## src/rtl/ospfb_frame_ctrl.sv

```systemverilog
// ospfb_frame_ctrl: per-branch load/recirculate sequencing and rotation-phase tracking for an oversampled PFB
module ospfb_frame_ctrl #(
  parameter int FFT_LEN = 64,
  parameter int DEC_FAC = 48,
  parameter int WIDTH = 16,
  parameter int STALLW = 16,
  localparam int BW = $clog2(FFT_LEN)
) (
  input  logic              clk,
  input  logic              rst_n,
  input  logic              run,
  input  logic [WIDTH-1:0]  s_data,
  input  logic              s_valid,
  output logic              s_ready,
  output logic              dp_en,
  output logic              dp_load,
  output logic [WIDTH-1:0]  dp_din,
  output logic [BW-1:0]     dp_branch,
  output logic              dp_sof,
  output logic              dp_eof,
  output logic [BW-1:0]     rot_phase,
  output logic              busy,
  output logic [STALLW-1:0] stall_cnt
);
  typedef enum logic [1:0] {IDLE, RUN, DRAIN} state_t;
  localparam logic [BW-1:0] BR_MAX = BW'(FFT_LEN - 1);
  localparam logic [BW:0] D_EXT = (BW+1)'(DEC_FAC);
  localparam logic [BW:0] M_EXT = (BW+1)'(FFT_LEN);
  state_t state_q, state_d;
  logic [BW-1:0] br_q, br_d, phase_q, phase_d;
  logic go, need, adv, last;
  logic [BW:0] psum;
  always_comb begin
    need = {1'b0, br_q} < D_EXT;
    last = br_q == '0;
    go = state_q == DRAIN || (state_q == RUN && (run || br_q != BR_MAX));
    adv = go && (!need || s_valid);
    s_ready = go && need;
    psum = {1'b0, phase_q} + D_EXT;
    state_d = state_q;
    br_d = adv ? (last ? BR_MAX : br_q - 1'b1) : br_q;
    phase_d = adv && last ? (psum >= M_EXT ? BW'(psum - M_EXT) : BW'(psum)) : phase_q;
    case (state_q)
      IDLE: if (run) begin
        state_d = RUN;
        br_d = BR_MAX;
        phase_d = '0;
      end
      RUN: if (!run) state_d = (!go || (adv && last)) ? IDLE : DRAIN;
      DRAIN: if (adv && last) state_d = IDLE;
      default: state_d = IDLE;
    endcase
  end
  always_ff @(posedge clk or negedge rst_n)
    if (!rst_n) begin
      state_q <= IDLE;
      br_q <= BR_MAX;
      phase_q <= '0;
      dp_en <= 1'b0;
      dp_load <= 1'b0;
      dp_din <= '0;
      dp_branch <= BR_MAX;
      dp_sof <= 1'b0;
      dp_eof <= 1'b0;
      rot_phase <= '0;
      busy <= 1'b0;
      stall_cnt <= '0;
    end else begin
      state_q <= state_d;
      br_q <= br_d;
      phase_q <= phase_d;
      dp_en <= adv;
      dp_load <= adv && need;
      dp_din <= adv && need ? s_data : '0;
      dp_sof <= adv && br_q == BR_MAX;
      dp_eof <= adv && last;
      if (adv) begin
        dp_branch <= br_q;
        rot_phase <= phase_q;
      end
      busy <= state_d != IDLE;
      if (go && need && !s_valid && stall_cnt != '1) stall_cnt <= stall_cnt + 1'b1;
    end
endmodule

```

## config.mk

```make
export PLATFORM = sky130hd
export DESIGN_NAME = ospfb_frame_ctrl
export DESIGN_NICKNAME = d
export VERILOG_FILES = /design/src/rtl/ospfb_frame_ctrl.sv
export SDC_FILE = /design/constraint.sdc
export NUM_CORES = 1
export LEC_CHECK = 0
export BUFFER_PORTS_ARGS = -buffer_cell sky130_fd_sc_hd__clkbuf_2
export CAP_MARGIN = 10
export CORE_ASPECT_RATIO = 0.5
export CORE_MARGIN = 2
export CORE_UTILIZATION = 45
export DETAILED_ROUTE_END_ITERATION = 10
export PLACE_DENSITY = 0.76
export REMOVE_ABC_BUFFERS = 1
export SLEW_MARGIN = 10
export SYNTH_ARGS = -nofsm -noshare
export SYNTH_HDL_FRONTEND = slang
export SYNTH_SLANG_ARGS = --single-unit
```

## constraint.sdc

```tcl
create_clock -name clk -period 4.1 [get_ports clk]
set_input_delay 0.615 -clock clk [delete_from_list [all_inputs] [get_ports clk]]
set_output_delay 0.615 -clock clk [all_outputs]
set_load 0.02 [all_outputs]
```

==> impl_metrics.json, run 1 <==
{
  "status": "finished clean",
  "detailedRoute.firstIterationViolations": 72,
  "p_comb_share_pct": 28.3,
  "design.final.nets": 301,
  "power.internal_uw": 930,
  "clock_path_buffers": 2,
  "synth_edf_count": 0,
  "vdd_drop_max_uv": 315,
  "drive_above_1_share_pct": 37.4,
  "final_min_period_ns": 2.42,
  "via_per_inst": 5.23,
  "seq_power_share_pct": 49.8,
  "postRouteWirelength_um": 4850,
  "synth_seq_area_share_pct": 55.9,
  "synthesis.yosys.warnings": 0,
  "syn-instance-count": 212,
  "clkPwrFrac_pct": 21.9,
  "fin_crit_sh_pct": 59.1,
  "start_util_pct": 45.9,
  "worst_slew_margin_rel_pct": 26.2,
  "num-fill-cells": 476,
  "numClockSinks": 55,
  "ys_types": 46,
  "synth_most_common_cell": "dfrtp_1",
  "switching_share_pct": 33.5,
  "antenna_cells": 0,
  "top_level_ports": 70,
  "grt_pass1_vias": 1807,
  "multi_input_comb_area_sq_um": 1020,
  "cts_root_buf": "clkbuf_8",
  "antenna_found_initial": 0,
  "worstReg2RegStart": "br_q[0]",
  "power-per-cell-area_nw_per_um2": 471,
  "pnr_worst_setup_slack_ns": 1.68,
  "insertion_delay_of_the_later_clocked_pin_in_the_worst_skew_pair_ns": 0.30,
  "critical_path.reg2reg.endpoint": "rot_phase[5]",
  "p_switching_uw": 469,
  "postSynth.asyncResetShare_pct": 100,
  "crit_chain": "ha_1 > nand2_1 > o41ai_2 > buf_4 > nor2_4 > mux2_2",
  "power.total_mw": 1.40,
  "clock.fmax_ghz": 0.413,
  "grt_setup_unrepaired": "false",
  "numPortBuffers": 65,
  "dieArea_sq_um": 6180,
  "std_cell_rows": 19,
  "grt_first_pass_wirelength_um": 8200,
  "synth.area.top_cells": "dfrtp_1 (43%), dfstp_2 (13%), xor2_1 (4.6%)",
  "synth_top_area_share_pct": 43.2,
  "critPathMaxFanout": 11,
  "synth_top_cell_by_area": "dfrtp_1",
  "pin_count_of_the_biggest_net_entering_global_routing": 41,
  "crit_buf_inv": 1,
  "place_ws_ns": 1.75,
  "hold_path_class": "in2async",
  "wire_per_inst_um": 13.8,
  "finalWeightedCongestion": 0.818,
  "cts_setup_buffers": 0,
  "cts-buffers-inserted": 5,
  "route.vias.total": 1835,
  "cp_data_arrival_time_ns": 2.62,
  "layout-area-overhead-vs-synth_pct": 19.1,
  "timing_max_transition_violations_final": 0,
  "stdcell_count": 351,
  "postCtsHoldBufs": 0,
  "critical-path-max-stage-delay_ns": 0.83,
  "yosys-top-cells-count": "dfrtp_1 (43), and2_1 (17), xor2_1 (13)",
  "ant_nets": 0,
  "post_synth_instance_area_sq_um": 2490,
  "cp_slowest_cell": "o41ai_2",
  "post_cts.resized_instances": 0,
  "dpl.hpwl_um": 3570,
  "numPlacedInstances": 343,
  "required_ns": 4.30,
  "final_core_util_pct": 54.7,
  "synthesis.area_per_instance_sq_um": 11.7,
  "path_clk_slew_ns": 0.09,
  "setup_viol": 0,
  "maxCapViolations": 0,
  "gr-usage-all-layers_pct": 17.3,
  "floorplan.core_area_sq_um": 5420,
  "die_h_um": 56.6,
  "start_kind": "flip-flop",
  "final_total_negative_setup_slack_ns": 0,
  "dieWidth_um": 109,
  "clock-skew-final_ns": 0.00272,
  "dr_pass1_iterations": 4,
  "final_hold_viol_count": 0,
  "timing.critical_path.max_delay_family": "compound AO/OA/AOI/OAI gates",
  "clock_tree_from_tritoncts": "built",
  "synth-main-ff-cell": "dfrtp_1",
  "criticalPathCategory": "reg2reg",
  "reg2reg_path_depth": 6,
  "setup.worst_path.end_class": "flip-flop",
  "worstMarginPinSlew_ns": 1.10,
  "cts_htree_levels": 2,
  "register_to_register_setup_slack_ns": 1.68,
  "synth-seq-cells": 55,
  "sequential_cell_area_sq_um": 1390,
  "grt.overflow.total": 0,
  "route.detailed.drc": 0,
  "power.static_leakage_nw": 1.49
}
power groups by stage:
stage                     registers (mW)  logic (mW)  clock network [mW]
after floorplan                    0.744       0.223                   0
after global placement             0.702       0.383                   0
after detailed placement           0.708       0.397                   0
after CTS                          0.697       0.399               0.318
after global routing               0.710       0.437               0.338
final                              0.696       0.396               0.307
per-stage QoR:
step | hold WS, ns | cell area (sq um)
after floorplan | 0.319 | 2430
after global placement | 0.480 | 2870
after detailed placement | 0.492 | 2870
after CTS | 0.214 | 2970
after global routing | 0.225 | 2970
final | 0.210 | 2970
cell type report:
class	count	share of cell area (%)
sequential	55	46.9
multi-input combinational	141	34.3
clock buffer	7	2.91
inverter	6	0.759
clock inverter	1	0.295
timing repair buffer	68	11.7
tap	73	3.08
registers in the layout, summed over array words and instances, names as in the netlist:
name,cells
br_q,6
busy,1
dp_branch,6
dp_din,16
dp_en,1
dp_eof,1
dp_load,1
dp_sof,1
phase_q,2
rot_phase,2
stall_cnt,16
state_q,2
metal layers:
layer  global-route usage (%)  vias to the layer above  wire [um]
met2                     27.8                       51       2480
met3                     5.81                        6        286
li1                         -                      863          -
met1                     22.0                      915       2010
met4                     6.15                        0         67
met5                        0                        -          0
cells in the final DEF (no fill, tap or decap), types with 3 or more instances in the layout:
cell and n:
dfrtp_1 43, clkbuf_2 65, inv_1 6, a211oi_1 5
o31ai_1 5, nor2b_1 3, or3_1 4, or4_1 4
nand4_1 4, nand3_1 10, xor2_1 13, and2_1 17
buf_4 3, a21oi_1 7, nand2_1 10, ha_1 4
dfstp_2 12, conb_1 4, nand2b_1 3, nor2_1 6
clkbuf_8 6, mux2_2 9
cells by family (layout without fill, tap and decap cells):
family | after synthesis | after routing | synth area share, %
muxes | 9 | 9 | 4.07
adders and majority gates | 4 | 4 | 2.01
buffers and inverters | 19 | 82 | 3.67
AOI/OAI and AO/OA | 31 | 31 | 9.65
other | 1 | 4 | 0.151
xor gates and xnor gates | 16 | 16 | 5.93
and+or+nand+nor | 77 | 77 | 18.6
DFF | 55 | 55 | 55.9
how the worst max path moves through the flow:
| stage | from | to | slack, ns | depth (start not counted) |
|---|---|---|---|---|
| 3_5_place_dp | br_q[0] | rot_phase[4] | 1.75 | 6 |
| 3_3_place_gp | br_q[0] | rot_phase[4] | 1.83 | 6 |
| 2_1_floorplan | br_q[0] | rot_phase[4] | 1.86 | 5 |
| 4_1_cts | br_q[0] | rot_phase[5] | 1.74 | 6 |
| 5_1_grt | stall_cnt[0] | stall_cnt[1] | 1.51 | 5 |
| 6_report | br_q[0] | rot_phase[5] | 1.68 | 6 |
No activity file was read; power rests on OpenSTA's default activity.
==> run 2, diff against run 1 <==
Settings changed: ABC_AREA set to 1, PLACE_DENSITY 0.76 to 0.78.
Clock period 4.1 ns to 2.07 ns, I/O delays scaled along.
==> run 2 against run 1 <==
Compared with the run above:
- the flow now finishes with violations (negative hold slack)
- total power grew to 2.9 times the previous value
- utilization increased by 4.2 points
- sequential share of layout area decreased by 5.2 points
- global-route usage shrank 0.51 points
- flip-flop and latch count stayed put
- critical path type is now reg2out
==> impl_metrics.json, run 2 <==
{
  "final_hold_viol_count": 14,
  "worstMarginPinSlew_ns": 0.519,
  "cts_root_buf": "clkbuf_16",
  "critPathMaxFanout": 9,
  "layout.cells.most_common": "nand2_1",
  "synth_top_area_share_pct": 39.6,
  "layout_top_registers": "dp_din (16), stall_cnt (16)",
  "clock_tree_from_tritoncts": "built",
  "insertion_delay_of_the_later_clocked_pin_in_the_worst_skew_pair_ns": 0.29,
  "dpl.hpwl_um": 3790,
  "layout-area-overhead-vs-synth_pct": 22.8,
  "cp_slowest_cell": "dfstp_2",
  "numPortBuffers": 65,
  "antenna_cells": 0,
  "std_cell_rows": 19,
  "finalWeightedCongestion": 0.805,
  "route.vias.total": 2239,
  "numClockSinks": 55,
  "syn-instance-count": 313,
  "place_ws_ns": 0.235,
  "hold_path_class": "in2async",
  "die_h_um": 58.9,
  "ant_nets": 0,
  "clock-skew-final_ns": 0.00626,
  "finalHoldWorstSlack_ns": -0.0153,
  "synth_edf_count": 0,
  "synth_top_cell_by_area": "dfrtp_1",
  "grt.overflow.total": 0,
  "top_level_ports": 70,
  "gr-usage-all-layers_pct": 16.8,
  "required_ns": 1.76,
  "vdd_drop_max_uv": 558,
  "clock.fmax_ghz": 0.515,
  "timing.critical_path.max_delay_family": "flip-flops",
  "postRouteWirelength_um": 5270,
  "postSynth.asyncResetShare_pct": 100,
  "synth_seq_area_share_pct": 51.2,
  "design.final.nets": 410,
  "wire_per_inst_um": 11.5,
  "power.static_leakage_nw": 1.79,
  "synth-main-ff-cell": "dfrtp_1",
  "synth-seq-cells": 55,
  "power-per-cell-area_nw_per_um2": 1230,
  "final_min_period_ns": 1.94,
  "synth_most_common_cell": "nand2_1",
  "criticalPathCategory": "reg2out",
  "dieArea_sq_um": 6710,
  "grt_first_pass_wirelength_um": 8930,
  "setup.worst_path.end_class": "output port",
  "start_kind": "flip-flop",
  "register_to_register_setup_slack_ns": 0.17,
  "post_synth_instance_area_sq_um": 2720,
  "path_clk_slew_ns": 0.07,
  "grt_pass1_vias": 2014,
  "maxCapViolations": 0,
  "crit_chain": "ha_1 > nand2_1 > inv_1 > nand3_1 > nand2_2 > nand2_4 > nand2_1 > inv_1 > clkbuf_2",
  "via_per_inst": 4.87,
  "cts-buffers-inserted": 5,
  "synthesis.yosys.warnings": 0,
  "mostFrequentLayoutCells": "nand2_1 (67), clkbuf_2 (65), inv_1 (54)",
  "worstReg2RegStart": "br_q[1]",
  "route.detailed.drc": 0,
  "cts_htree_levels": 2,
  "pin_count_of_the_biggest_net_entering_global_routing": 37,
  "yosys-top-cells-count": "nand2_1 (68), inv_1 (54), dfrtp_1 (43)",
  "worst_slew_margin_rel_pct": 65.4,
  "antenna_found_initial": 0,
  "clock_path_buffers": 2,
  "reg2reg_path_depth": 11,
  "pnr_worst_setup_slack_ns": 0.127,
  "violated_checks": "negative hold slack",
  "floorplan.core_area_sq_um": 5660,
  "status": "complete, but fails checks",
  "critical-path-max-stage-delay_ns": 0.56,
  "synthesis.area_per_instance_sq_um": 8.68,
  "cp_data_arrival_time_ns": 1.63,
  "timing_max_transition_violations_final": 0,
  "postCtsHoldBufs": 0,
  "setup_viol": 0,
  "dr_pass1_iterations": 4,
  "start_util_pct": 48.0,
  "critical_path.reg2reg.endpoint": "dp_din[1]",
  "ys_types": 28,
  "crit_buf_inv": 3,
  "dieWidth_um": 114,
  "detailedRoute.firstIterationViolations": 113,
  "drive_above_1_share_pct": 32.3,
  "fin_crit_sh_pct": 93.8,
  "synth.area.top_cells": "dfrtp_1 (40%), dfstp_2 (12%), nand2_1 (9.4%)"
}
-- run 2: changes by cell type after synthesis, sizes merged, moves of 6 or more --
cell / before / now
a211oi: 6 / 0
a21oi: 8 / 0
and2: 17 / 1
inv: 6 / 57
mux2: 9 / 0
nand2: 10 / 71
nand3: 10 / 21
nor2: 7 / 37
o21ai: 2 / 24
xnor2: 2 / 9
xor2: 14 / 4
-- run 2: per-stage QoR --
step	TNS, ns	instance area [sq um]	power [mW]	instances	util (%)
floorplan	0	2630	2.55	305	-
global placement	0	3100	2.96	447	54.8
detailed placement	0	3100	2.99	447	54.8
CTS	0	3290	4.06	455	58.2
global route	-0.00314	3340	4.37	460	59.0
finish	0	3340	4.11	460	59.0
-- run 2: repair_timing --
item / CTS / global route
endpoints found under the setup margin: 0 / 1
buffers inserted: 0 / 5
resized for setup: 0 / 2
hold endpoints to repair: 0 / 0
-- run 2: layout make-up --
cell class | instances | area [sq um]
fill | 482 | 2320
multi-input combinational | 193 | 1030
tap | 73 | 91.3
sequential | 55 | 1390
timing repair buffer | 74 | 418
clock buffer | 6 | 129
clock inverter | 2 | 60.1
inverter | 57 | 216
-- run 2: power breakdown --
| part | internal [mW] | total (mW) | switching, mW | leakage [nW] |
|---|---|---|---|---|
| combinational | 0.501 | 1.47 | 0.974 | 0.984 |
| clock | 0.693 | 1.04 | 0.351 | 0.0911 |
| sequential | 1.41 | 1.59 | 0.183 | 0.710 |
-- run 2: cell families (layout without fill, tap and decap cells) --
group,Yosys count,count (layout),share of synthesized area (%)
flops,55,55,51.2
buf+inv,68,139,11.6
xor+xnor,13,13,4.19
other cells,1,4,0.138
fa+ha+maj,4,4,1.84
compound gates,29,29,7.19
simple gates,143,143,23.9
-- run 2: routing by layer --
metal	vias to the layer above	part of all wire, %	GRT usage, %	routed length, um
met5	-	0	0	0
met4	0	2.8	6.10	146
met3	16	5.1	4.02	271
met2	65	49	28.7	2560
met1	1059	43	21.3	2290
li1	1099	-	-	-
-- run 2: worst max path at each step --
stage                            start             to  slack [ns]  cells past startpoint
after floorplan           stall_cnt[0]  stall_cnt[10]        0.27                      7
after global placement         br_q[1]      dp_din[3]        0.31                     10
after detailed placement       br_q[1]      dp_din[2]        0.24                     10
after CTS                      br_q[1]        s_ready        0.03                      9
after global routing           br_q[1]        s_ready      -0.003                      9
final                          br_q[1]        s_ready        0.13                      9
==> run 3, diff against run 2 <==
Settings changed: RECOVER_POWER set to 100.
==> run 3 against run 2 <==
Compared with the run above:
- the run now ends clean
- fmax rose by 0.10%
- worst hold slack better by 0.19 ns
- highest routed layer unchanged
- via count about the same
- critical endpoint unchanged
- critical path depth is the same
- largest power group unchanged
- critical path type unchanged
- utilization decreased by 1.3 points
==> impl_metrics.json, run 3 (synthesized netlist as in run 2, its figures left out) <==
{
  "gr-usage-all-layers_pct": 16.8,
  "setup.worst_path.end_class": "output port",
  "postRouteWirelength_um": 5310,
  "clock_tree_from_tritoncts": "built",
  "cts-buffers-inserted": 5,
  "insertion_delay_of_the_later_clocked_pin_in_the_worst_skew_pair_ns": 0.29,
  "die_h_um": 58.9,
  "hold_path_class": "in2async",
  "finalWeightedCongestion": 0.805,
  "postCtsHoldBufs": 0,
  "maxCapViolations": 0,
  "grt.overflow.total": 0,
  "dpl.hpwl_um": 3790,
  "ant_nets": 0,
  "pin_count_of_the_biggest_net_entering_global_routing": 37,
  "finalHoldWorstSlack_ns": 0.178,
  "dieWidth_um": 114,
  "detailedRoute.firstIterationViolations": 110,
  "grt_pass1_vias": 2014,
  "cts_root_buf": "clkbuf_16",
  "numPortBuffers": 65,
  "antenna_cells": 0,
  "fin_crit_sh_pct": 93.8,
  "route.vias.total": 2240,
  "std_cell_rows": 19,
  "critical_path.reg2reg.endpoint": "dp_din[1]",
  "layout_top_registers": "dp_din (16), stall_cnt (16)",
  "grt_first_pass_wirelength_um": 8930,
  "register_to_register_setup_slack_ns": 0.17,
  "timing_max_transition_violations_final": 0,
  "multi_input_comb_area_sq_um": 1030,
  "power-per-cell-area_nw_per_um2": 1240,
  "top_level_ports": 70,
  "power.static_leakage_nw": 1.63,
  "clock_path_buffers": 2,
  "status": "finished clean",
  "final_core_util_pct": 57.7,
  "clock-skew-final_ns": 0.00646,
  "design.final.nets": 410,
  "sequential_cell_area_sq_um": 1390,
  "drive_above_1_share_pct": 20.4,
  "start_util_pct": 48.0,
  "via_per_inst": 4.87,
  "start_kind": "flip-flop",
  "route.detailed.drc": 0,
  "mostFrequentLayoutCells": "nand2_1 (67), inv_1 (54), clkbuf_1 (47)",
  "dr_pass1_iterations": 4,
  "criticalPathCategory": "reg2out",
  "antenna_found_initial": 0,
  "critPathMaxFanout": 9,
  "num-fill-cells": 507,
  "dieArea_sq_um": 6710,
  "worstReg2RegStart": "br_q[1]",
  "cp_data_arrival_time_ns": 1.63,
  "vdd_drop_max_uv": 558,
  "required_ns": 1.76,
  "floorplan.core_area_sq_um": 5660,
  "numPlacedInstances": 447,
  "numClockSinks": 55,
  "clock.fmax_ghz": 0.515,
  "reg2reg_path_depth": 11,
  "layout.cells.most_common": "nand2_1",
  "wire_per_inst_um": 11.5,
  "cts_htree_levels": 2,
  "final_hold_viol_count": 0,
  "path_clk_slew_ns": 0.07,
  "final_min_period_ns": 1.94,
  "stdcell_count": 460,
  "layout-area-overhead-vs-synth_pct": 20.1,
  "worst_slew_margin_rel_pct": 31.6,
  "worstMarginPinSlew_ns": 1.03,
  "setup_viol": 0
}
## run 3: changes by cell type in the layout (fill, tap and decap cells not counted), sizes merged
cell,previous run,this run
buf,9,8
clkbuf,71,72
## run 3: metal layers
metal,track usage (%),vias to the layer above,wire length (um)
li1,-,1097,-
met1,21.3,1078,2320
met2,28.7,54,2630
met3,4.02,11,250
met4,6.10,0,102
met5,0,-,0
## run 3: worst max-delay path by stage
stage	startpoint	endpoint	slack, ns	depth (start not counted)
floorplan	stall_cnt[0]	stall_cnt[10]	0.27	7
global placement	br_q[1]	dp_din[3]	0.31	10
detailed placement	br_q[1]	dp_din[2]	0.24	10
CTS	br_q[1]	s_ready	0.03	9
global route	br_q[1]	s_ready	-0.003	9
finish	br_q[1]	s_ready	0.13	9
## run 3: what timing repair did
item,4_1_cts,5_1_grt
buffers inserted,0,5
endpoints found under the setup margin,0,1
gates resized for setup,0,2
## run 3: layout make-up
cell class                 count  share of cell area, %
clock buffer                   6                   3.95
clock inverter                 2                   1.84
sequential                    55                   42.6
inverter                      57                   6.63
multi-input combinational    193                   31.6
tap                           73                   2.80
timing repair buffer          74                   10.6
## run 3: report_power, final
| part | internal (mW) | switching, mW | total (mW) |
|---|---|---|---|
| Clock | 0.693 | 0.352 | 1.05 |
| Sequential | 1.41 | 0.181 | 1.59 |
| Combinational | 0.449 | 0.976 | 1.43 |
## run 3: metrics by stage
step           setup TNS [ns]  worst slack [ns]  total power [mW]  area, sq um
4_1_cts                     0            0.0338              4.06         3290
3_5_place_dp                0             0.235              2.99         3100
2_1_floorplan               0             0.269              2.55         2630
3_3_place_gp                0             0.306              2.96         3100
5_1_grt              -0.00314          -0.00314              4.32         3260
6_report                    0             0.129              4.06         3260
## run 3: critical path: stages (launching register included)
cell and delay [ns]:
dfstp_2 0.56, ha_1 0.14, nand2_1 0.04, inv_1 0.07, nand3_1 0.09, nand2_2 0.09
nand2_4 0.09, nand2_1 0.07, inv_1 0.04, clkbuf_2 0.14
